[config.mk]
export PLATFORM = sky130hd
export DESIGN_NAME = ram_stream_reader
export DESIGN_NICKNAME = d
export VERILOG_FILES = /design/src/rtl/ram_stream_reader_pkg.sv /design/src/rtl/ram_stream_reader_stream_fifo2.sv /design/src/rtl/ram_stream_reader.sv
export SDC_FILE = /design/constraint.sdc
export NUM_CORES = 1
export LEC_CHECK = 0
export ABC_AREA = 1
export CELL_PAD_IN_SITES_DETAIL_PLACEMENT = 2
export CELL_PAD_IN_SITES_GLOBAL_PLACEMENT = 2
export CORE_MARGIN = 1
export CORE_UTILIZATION = 27
export CTS_CLUSTER_DIAMETER = 40
export CTS_CLUSTER_SIZE = 28
export DETAILED_ROUTE_END_ITERATION = 10
export GPL_ROUTABILITY_DRIVEN = 0
export GPL_TIMING_DRIVEN = 0
export PLACE_DENSITY = 0.83
export SKIP_CTS_REPAIR_TIMING = 1
export SLEW_MARGIN = 20
export SYNTH_ARGS = -nofsm -noshare
export SYNTH_HDL_FRONTEND = slang
export SYNTH_HIERARCHICAL = 1
export SYNTH_SLANG_ARGS = --single-unit
[constraint.sdc]
create_clock -name clk -period 1.9 [get_ports clk]
set_clock_uncertainty 0.1 [all_clocks]
set_input_delay 0.38 -clock clk [delete_from_list [all_inputs] [get_ports clk]]
set_output_delay 0.38 -clock clk [all_outputs]
set_load 0.01 [all_outputs]
[src/rtl/ram_stream_reader_pkg.sv]
// Shared definitions for the RAM stream reader: FSM encoding, FIFO depth
// and the issue-credit rule shared by the datapath.
package ram_stream_reader_pkg;

    typedef enum logic [1:0] {
        ST_IDLE = 2'd0,
        ST_RUN  = 2'd1,
        ST_FIN  = 2'd2
    } state_t;

    localparam int FIFO_DEPTH = 2;

    // A read may be issued only if every word already buffered or in flight,
    // plus the new one, still fits once this cycle's pop is accounted for.
    function automatic logic credit_ok(
        input logic [1:0] fifo_count,
        input logic       inflight,
        input logic       pop
    );
        logic [2:0] occ;
        occ = {1'b0, fifo_count} + {2'b00, inflight};
        return occ < (3'(FIFO_DEPTH) + {2'b00, pop});
    endfunction

endpackage

[src/rtl/ram_stream_reader_stream_fifo2.sv]
// Two-entry register FIFO holding {last, data} words between the RAM read
// stage and the output stream; the head is visible whenever count != 0.
module stream_fifo2 #(
    parameter int width = 17
) (
    input  logic             clk,
    input  logic             rst_n,
    input  logic             push,
    input  logic             pop,
    input  logic [width-1:0] din,
    output logic [1:0]       count,
    output logic [width-1:0] head
);

    logic [width-1:0] r_mem [0:1];
    logic             r_wr_ptr;
    logic             r_rd_ptr;
    logic [1:0]       r_count;

    // Storage, pointers and occupancy; the producer never pushes when full.
    always_ff @(posedge clk or negedge rst_n) begin
        if (!rst_n) begin
            r_mem[0] <= '0;
            r_mem[1] <= '0;
            r_wr_ptr <= 1'b0;
            r_rd_ptr <= 1'b0;
            r_count  <= 2'd0;
        end else begin
            if (push) begin
                r_mem[r_wr_ptr] <= din;
                r_wr_ptr        <= ~r_wr_ptr;
            end
            if (pop) begin
                r_rd_ptr <= ~r_rd_ptr;
            end
            case ({push, pop})
                2'b10:   r_count <= r_count + 2'd1;
                2'b01:   r_count <= r_count - 2'd1;
                default: r_count <= r_count;
            endcase
        end
    end

    assign count = r_count;
    assign head  = r_mem[r_rd_ptr];

endmodule

[src/rtl/ram_stream_reader.sv]
// Burst read engine: walks a RAM address range, absorbs the one-cycle read
// latency and presents the words as a back-pressured valid/ready stream.
module ram_stream_reader
    import ram_stream_reader_pkg::*;
#(
    parameter int addr_bits = 8,
    parameter int data_bits = 16
) (
    input  logic                 clk,
    input  logic                 rst_n,
    input  logic                 start,
    input  logic [addr_bits-1:0] base_addr,
    input  logic [addr_bits:0]   len,
    output logic                 busy,
    output logic                 done,
    output logic                 ram_en,
    output logic [addr_bits-1:0] ram_addr,
    input  logic [data_bits-1:0] ram_dout,
    output logic                 m_valid,
    input  logic                 m_ready,
    output logic [data_bits-1:0] m_data,
    output logic                 m_last
);

    state_t               r_state;
    logic                 r_busy;
    logic                 r_done;
    logic [addr_bits-1:0] r_addr;
    logic [addr_bits:0]   r_rem_issue;
    logic [addr_bits:0]   r_rem_accept;
    logic                 r_inflight;
    logic                 r_inflight_last;

    logic [1:0]           w_fifo_count;
    logic [data_bits:0]   w_head;
    logic                 w_pop;
    logic                 w_issue;
    logic                 w_launch;

    assign w_launch = start & ~r_busy;
    assign w_pop    = m_valid & m_ready;
    // Issue is combinational so a returning m_ready frees credit in the same cycle.
    assign w_issue  = (r_state == ST_RUN) &&
                      (r_rem_issue != {(addr_bits+1){1'b0}}) &&
                      credit_ok(w_fifo_count, r_inflight, w_pop);

    assign busy     = r_busy;
    assign done     = r_done;
    assign ram_en   = w_issue;
    assign ram_addr = r_addr;
    assign m_valid  = (w_fifo_count != 2'd0);
    assign m_data   = w_head[data_bits-1:0];
    assign m_last   = w_head[data_bits];

    // Address and remaining-issue/accept counters.
    always_ff @(posedge clk or negedge rst_n) begin
        if (!rst_n) begin
            r_addr       <= '0;
            r_rem_issue  <= '0;
            r_rem_accept <= '0;
        end else if (w_launch) begin
            r_addr       <= base_addr;
            r_rem_issue  <= len;
            r_rem_accept <= len;
        end else begin
            if (w_issue) begin
                r_addr      <= r_addr + addr_bits'(1'b1);
                r_rem_issue <= r_rem_issue - (addr_bits+1)'(1'b1);
            end
            if (w_pop) begin
                r_rem_accept <= r_rem_accept - (addr_bits+1)'(1'b1);
            end
        end
    end

    // Tracks the read whose data appears on ram_dout this cycle.
    always_ff @(posedge clk or negedge rst_n) begin
        if (!rst_n) begin
            r_inflight      <= 1'b0;
            r_inflight_last <= 1'b0;
        end else begin
            r_inflight      <= w_issue;
            r_inflight_last <= w_issue && (r_rem_issue == (addr_bits+1)'(1'b1));
        end
    end

    stream_fifo2 #(
        .width(data_bits + 1)
    ) u_fifo (
        .clk   (clk),
        .rst_n (rst_n),
        .push  (r_inflight),
        .pop   (w_pop),
        .din   ({r_inflight_last, ram_dout}),
        .count (w_fifo_count),
        .head  (w_head)
    );

    // Control FSM; a zero-length burst spends one busy cycle in FIN before done.
    always_ff @(posedge clk or negedge rst_n) begin
        if (!rst_n) begin
            r_state <= ST_IDLE;
            r_busy  <= 1'b0;
            r_done  <= 1'b0;
        end else begin
            case (r_state)
                ST_IDLE: begin
                    r_done <= 1'b0;
                    if (w_launch) begin
                        r_busy  <= 1'b1;
                        r_state <= (len == {(addr_bits+1){1'b0}}) ? ST_FIN : ST_RUN;
                    end
                end
                ST_RUN: begin
                    r_done <= 1'b0;
                    if (w_pop && m_last) begin
                        r_state <= ST_FIN;
                        r_busy  <= 1'b0;
                        r_done  <= 1'b1;
                    end
                end
                ST_FIN: begin
                    if (r_busy) begin
                        r_busy <= 1'b0;
                        r_done <= 1'b1;
                    end else begin
                        r_done <= 1'b0;
                        if (w_launch) begin
                            r_busy  <= 1'b1;
                            r_state <= (len == {(addr_bits+1){1'b0}}) ? ST_FIN : ST_RUN;
                        end else begin
                            r_state <= ST_IDLE;
                        end
                    end
                end
                default: begin
                    r_state <= ST_IDLE;
                    r_busy  <= 1'b0;
                    r_done  <= 1'b0;
                end
            endcase
        end
    end

endmodule
* Word-level counts from Yosys, hierarchy flattened *
Cells that the tools add are included.

storage, ports and cells
  input port bits = 37
  output and inout bits = 29
  register bits after elaboration = 61
  word-level logic and storage cells = 75

cells by class
  bitwise logic cells = 7
  reductions and logical operators = 13
  add/subtract/negate cells = 6
  mux-type cells = 25
  $lt $le $gt $ge = 4
  equality and inequality tests = 8

operators with widths
  operator             number
  $mux 17              4
  $bwmux 34            1
  $mux 9               2
  $demux 17 s1         1
  $mux 8               2
  $mux 2               5
  $eq 9x1->1 const B   1
  $logic_not 9->1      1
  $reduce_bool 9->1    1
  $sub 9x1->9 const B  1
  $add 8x1->8 const B  1
  $mux 1               6
  $pmux 2 s3           1
  $reduce_bool 2->1    3
  $logic_and 1x1->1    5
  $eq 2x1->1 const B   2
  $eq 2x2->1 const B   2
  $ge 2x2->1 const B   2
  $ne 2x2->1 const B   2
  $not 1->2            2
  $pmux 2 s2           1
  $add 2x1->3          1
  $add 2x1->3 const A  1
  $lt 3x3->1           1
  other kinds (11)     14

* Depth between registers and ports, before layout *
  depth after elaboration = 7
  mapped depth = 10
  depth with buffers taken out = 9

* Cells and area by module *
The synthesis kept the hierarchy.

by module, submodules not included
  module             area an instance (µm²)  seq. area each (µm²)  cells each  times used
  stream_fifo2       1759.2                  950.9                 203         1
  ram_stream_reader  1631.6                  575.6                 240         1

* Least setup slack after synthesis *
No wires, ideal clock.

  kind = register to output
  start point = register u_fifo.r_count[0] (netlist: u_fifo/count[0])
  end point = output port ram_en
  cell stages (with the launch flop) = 7
  data arrival time = 1411 ps
  path slack = 9 ps
  data required time = 1420 ps
  buffers on the path = 1
  cell sequence = dfrtp_1 > ha_1 > ha_1 > nor2_1 > nand3_4 > buf_4 > inv_1

on the way
  longest elaborated chain between the ends = 5
  elaborated cells between the ends (all ways) = 6
  classes of those cells = 2 x add/sub; 1 x order compare; 1 x bitwise; 2 x reduce/logical

RTL lines
  item                    RTL line                              RTL
  start, declared         ram_stream_reader_stream_fifo2.sv:18  logic [1:0] r_count;
  start signal, assigned  ram_stream_reader_stream_fifo2.sv:37  2'b10: r_count <= r_count + 2'd1;
  start signal, assigned  ram_stream_reader_stream_fifo2.sv:38  2'b01: r_count <= r_count - 2'd1;
  start signal, assigned  ram_stream_reader_stream_fifo2.sv:39  default: r_count <= r_count;
  $reduce_bool 2->1       ram_stream_reader.sv:51               assign m_valid = (w_fifo_count != 2'd0);
  $and 1x1->1             ram_stream_reader.sv:41               assign w_pop = m_valid & m_ready;
  $add 2x1->3             ram_stream_reader_pkg.sv:22           return occ < (3'(FIFO_DEPTH) + {2'b00, pop});
  $lt 3x3->1 (*)          ram_stream_reader_pkg.sv:22
  $logic_and 1x1->1 (*)   ram_stream_reader.sv:44               (r_rem_issue != {(addr_bits+1){1'b0}}) &&
  end, declared           ram_stream_reader.sv:16               output logic ram_en,

Mark *: on every way between the ends. The rest lies on a longest branch, timed or not.

* Worst setup path in the final report *
  start point = register r_rem_issue[1]
  end point = output port ram_en

on the way
  longest elaborated chain between the ends = 3

RTL lines
  item                    RTL line                 RTL
  start, declared         ram_stream_reader.sv:29  logic [addr_bits:0] r_rem_issue;
  start signal, assigned  ram_stream_reader.sv:63  r_rem_issue <= len;
  start signal, assigned  ram_stream_reader.sv:68  r_rem_issue <= r_rem_issue - (addr_bits+1)'(1'b1);
  $reduce_bool 9->1       ram_stream_reader.sv:44
  $logic_and 1x1->1       ram_stream_reader.sv:43  assign w_issue = (r_state == ST_RUN) &&
  $logic_and 1x1->1       ram_stream_reader.sv:44

Every way passes these cells.

==> impl_metrics.toml <==
[place]
portBuffers = 65
hpwlAfterDp_um = 7810
dp_slack_ns = -0.8040
dp_cells = 677
postPlaceCellArea_sq_um = 4277

[sta]
finalHoldViolCount = 0
layout_min_cycle_time_ns = 2.227
drv_slew = 0
max_clock_freq_mhz = 449.1
worstMarginPinSlew_ns = 0.4854
setup_viol = 5
rsz0062_at_grt = "true"
setup_tns_ns = -0.3942
slew_headroom_pct = 67.64
setup_ws_ns = -0.3267
finalCritPeriodShare_pct = 117.2
whs_ns = 0.3596

[floorplan]
start_util_pct = 28.00
die_w_um = 114.1
ios = 66
dieArea_sq_um = 13010
rows = 40
dieHeight_um = 114.1
core_sq_um = 12110

[run_status]
status = "finished with violations"
violations = "negative setup slack"

[pwr]
finalPower_mw = 4.701
p_leak_nw = 2.562
p_per_area_nw_per_um2 = 961.8
vdd_drop_max_mv = 0.4650

[synth]
syn_inst = 443
yosysUniqueCellTypes = 29
synthXorXnorAreaFrac_pct = 1.550
netlist_area_sq_um = 3391
synthAdderAreaFrac_pct = 3.690
synth_compound_area_share_pct = 12.58
ys_seq_elements = 61
postSynthNetCount = 490
synthSimpleGateAreaFrac_pct = 26.86
synth_warnings = 6
avgSynthCellArea_sq_um = 7.654
synth_top_family_by_area = "simple AND/OR/NAND/NOR gates"
seq_area_frac_synth_pct = 45.02
synthMuxAreaShare_pct = 0

[clock_tree]
cts.sink_count = 61
path_clk_slew_ns = 0.06
clock-root-buffer = "clkbuf_16"
tritoncts = "done"
clk_latency_ns = 0.33
cts_max_level = 3
cts.path.max_buffers = 2
cts_made_buffers = 9

[critical_path]
worst-path-max-fanout = 4
arrival_ns = 1.75
cp-start-kind = "register"
critPathKind = "reg -> out"
critPathCaptureType = "output pin"
crit_required_ns = 1.42

[cells_and_area]
post-route-util_pct = 40.35
syn_to_final_growth_pct = 44.13
drive_gt1_share_pct = 18.59
design_area_sq_um = 4887
num_antenna_cells = 0
final_nets = 580
fin_cells = 706

[global_routing]
grt_overflow = 0
antenna_found_initial = 0
grt_usage_pct = 18.89
grt_pass1_wl_um = 18880
grt_max_degree = 52
grt_pass1_vias = 3656

[routing]
vias = 3320
viasPerCell = 4.703
drc = 0
wl_per_cell_um = 17.39
wl_um = 12280
drt_iter0_drc = 138
detail-route-antenna-nets = 0
drt_first_pass_iters = 4

[hold_path]
holdCritPathClass = "in -> async"

[run]
maxCapViolCount = 0
## worst paths after layout
| path | start | to | slack, ns | cells after the start |
|---|---|---|---|---|
| max in group asynchronous | rst_n | r_rem_issue[0] | 0.82 | 3 |
| max | r_rem_issue[1] | ram_en | -0.33 | 9 |
| max reg2reg | r_rem_issue[1] | r_rem_issue[2] | -0.04 | 11 |
| min reg2reg | u_fifo/r_mem[7] | u_fifo/r_mem[7] | 0.38 | 2 |
| min in group clk | u_fifo/r_mem[7] | u_fifo/r_mem[7] | 0.38 | 2 |
| min | rst_n | r_rem_issue[5] | 0.36 | 2 |
## area by class of cell
cell class                      count  area, sq um
Clock inverter                      7        146.4
Inverter                           62        237.7
Multi-Input combinational cell    302         1628
Timing Repair Buffer               79        754.5
Tap cell                          168        210.2
Fill cell                        1392         7224
Sequential cell                    61         1529
Clock buffer                        9        225.2
Buffer                             18        156.4
## layer usage
layer  up-vias  share of wire [%]  track usage [%]  wire length (um)
li1       1572                  -                -                 -
met1      1658                 41            22.70              5061
met2        72                 54            35.11              6681
met3        18                2.9            3.335               360
met4         0                1.4            3.896               173
met5         -                  0                0                 0
## synth_stat cells
library cell,count,area [sq um]
a21boi_0,1,7.510
a21oi_1,4,20.02
buf_2,6,30.03
buf_4,1,7.510
buf_6,5,56.30
clkbuf_1,6,22.52
dfrtp_1,61,1526
ha_1,10,125.1
inv_1,59,221.5
inv_2,3,11.26
nand2_1,150,563.0
nand2_2,2,12.51
nand2_4,1,11.26
nand3_1,30,150.1
nand3_2,1,10.01
nand3_4,1,17.52
nand3b_1,1,7.510
nand4_1,7,43.79
nor2_1,19,71.32
nor2_2,2,12.51
nor3_1,1,5.000
o21a_1,1,7.510
o21ai_0,44,220.2
o21ai_2,17,148.9
o21bai_1,2,15.01
o31ai_1,1,7.510
or2_1,1,6.260
xnor2_1,4,35.03
xor2_1,2,17.52
## state kept, by name (all words and copies together), names as in the netlist, 2 cells and up
name and flops:
u_fifo/r_mem 34, r_rem_issue 9, u_fifo/count 2, r_state 2, ram_addr 8
## critical path, cell delays in order, from the launching register on
cell	delay [ns]
dfrtp_1	0.40
inv_2	0.11
ha_4	0.18
nand2_4	0.07
nor2_4	0.18
nand3_4	0.11
nand3_4	0.11
buf_8	0.11
inv_4	0.03
buf_6	0.11
## placed cells by master, fill, tap and decap left out, types with 3 or more instances in the layout
cell type        netlist  layout
o21ai_0               44      34
ha_4                   0       3
xnor2_1                4       4
clkdlybuf4s50_1        0      45
buf_4                  1      13
buf_6                  5       9
inv_1                 59      56
nand2_2                2       3
o21ai_1                0       4
dlymetal6s2s_1         0       9
a21oi_1                4       4
ha_1                  10       6
dfrtp_1               61      59
nand4_1                7       7
nand2_1              150     148
nand3_1               30      30
nor2_4                 0       3
inv_2                  3       4
buf_2                  6       7
clkbuf_2               0       7
nor2_1                19      18
o21ai_2               17      21
bufinv_16              0       4
clkbuf_1               6       3
clkbuf_16              0       9
## kinds of logic after synthesis
family | Yosys count
simple gates | 216
buf+inv | 80
flops | 61
compound gates | 70
fa+ha+maj | 10
xor+xnor | 6
## where the power goes
group | total (mW) | leakage [nW] | internal (mW) | switching, mW
combinational | 1.23 | 1.72 | 0.570 | 0.659
sequential | 1.39 | 0.666 | 1.34 | 0.0508
clock | 2.08 | 0.180 | 1.42 | 0.661
total | 4.70 | 2.56 | 3.33 | 1.37
Note: power is estimated with default switching activity, not from simulation.
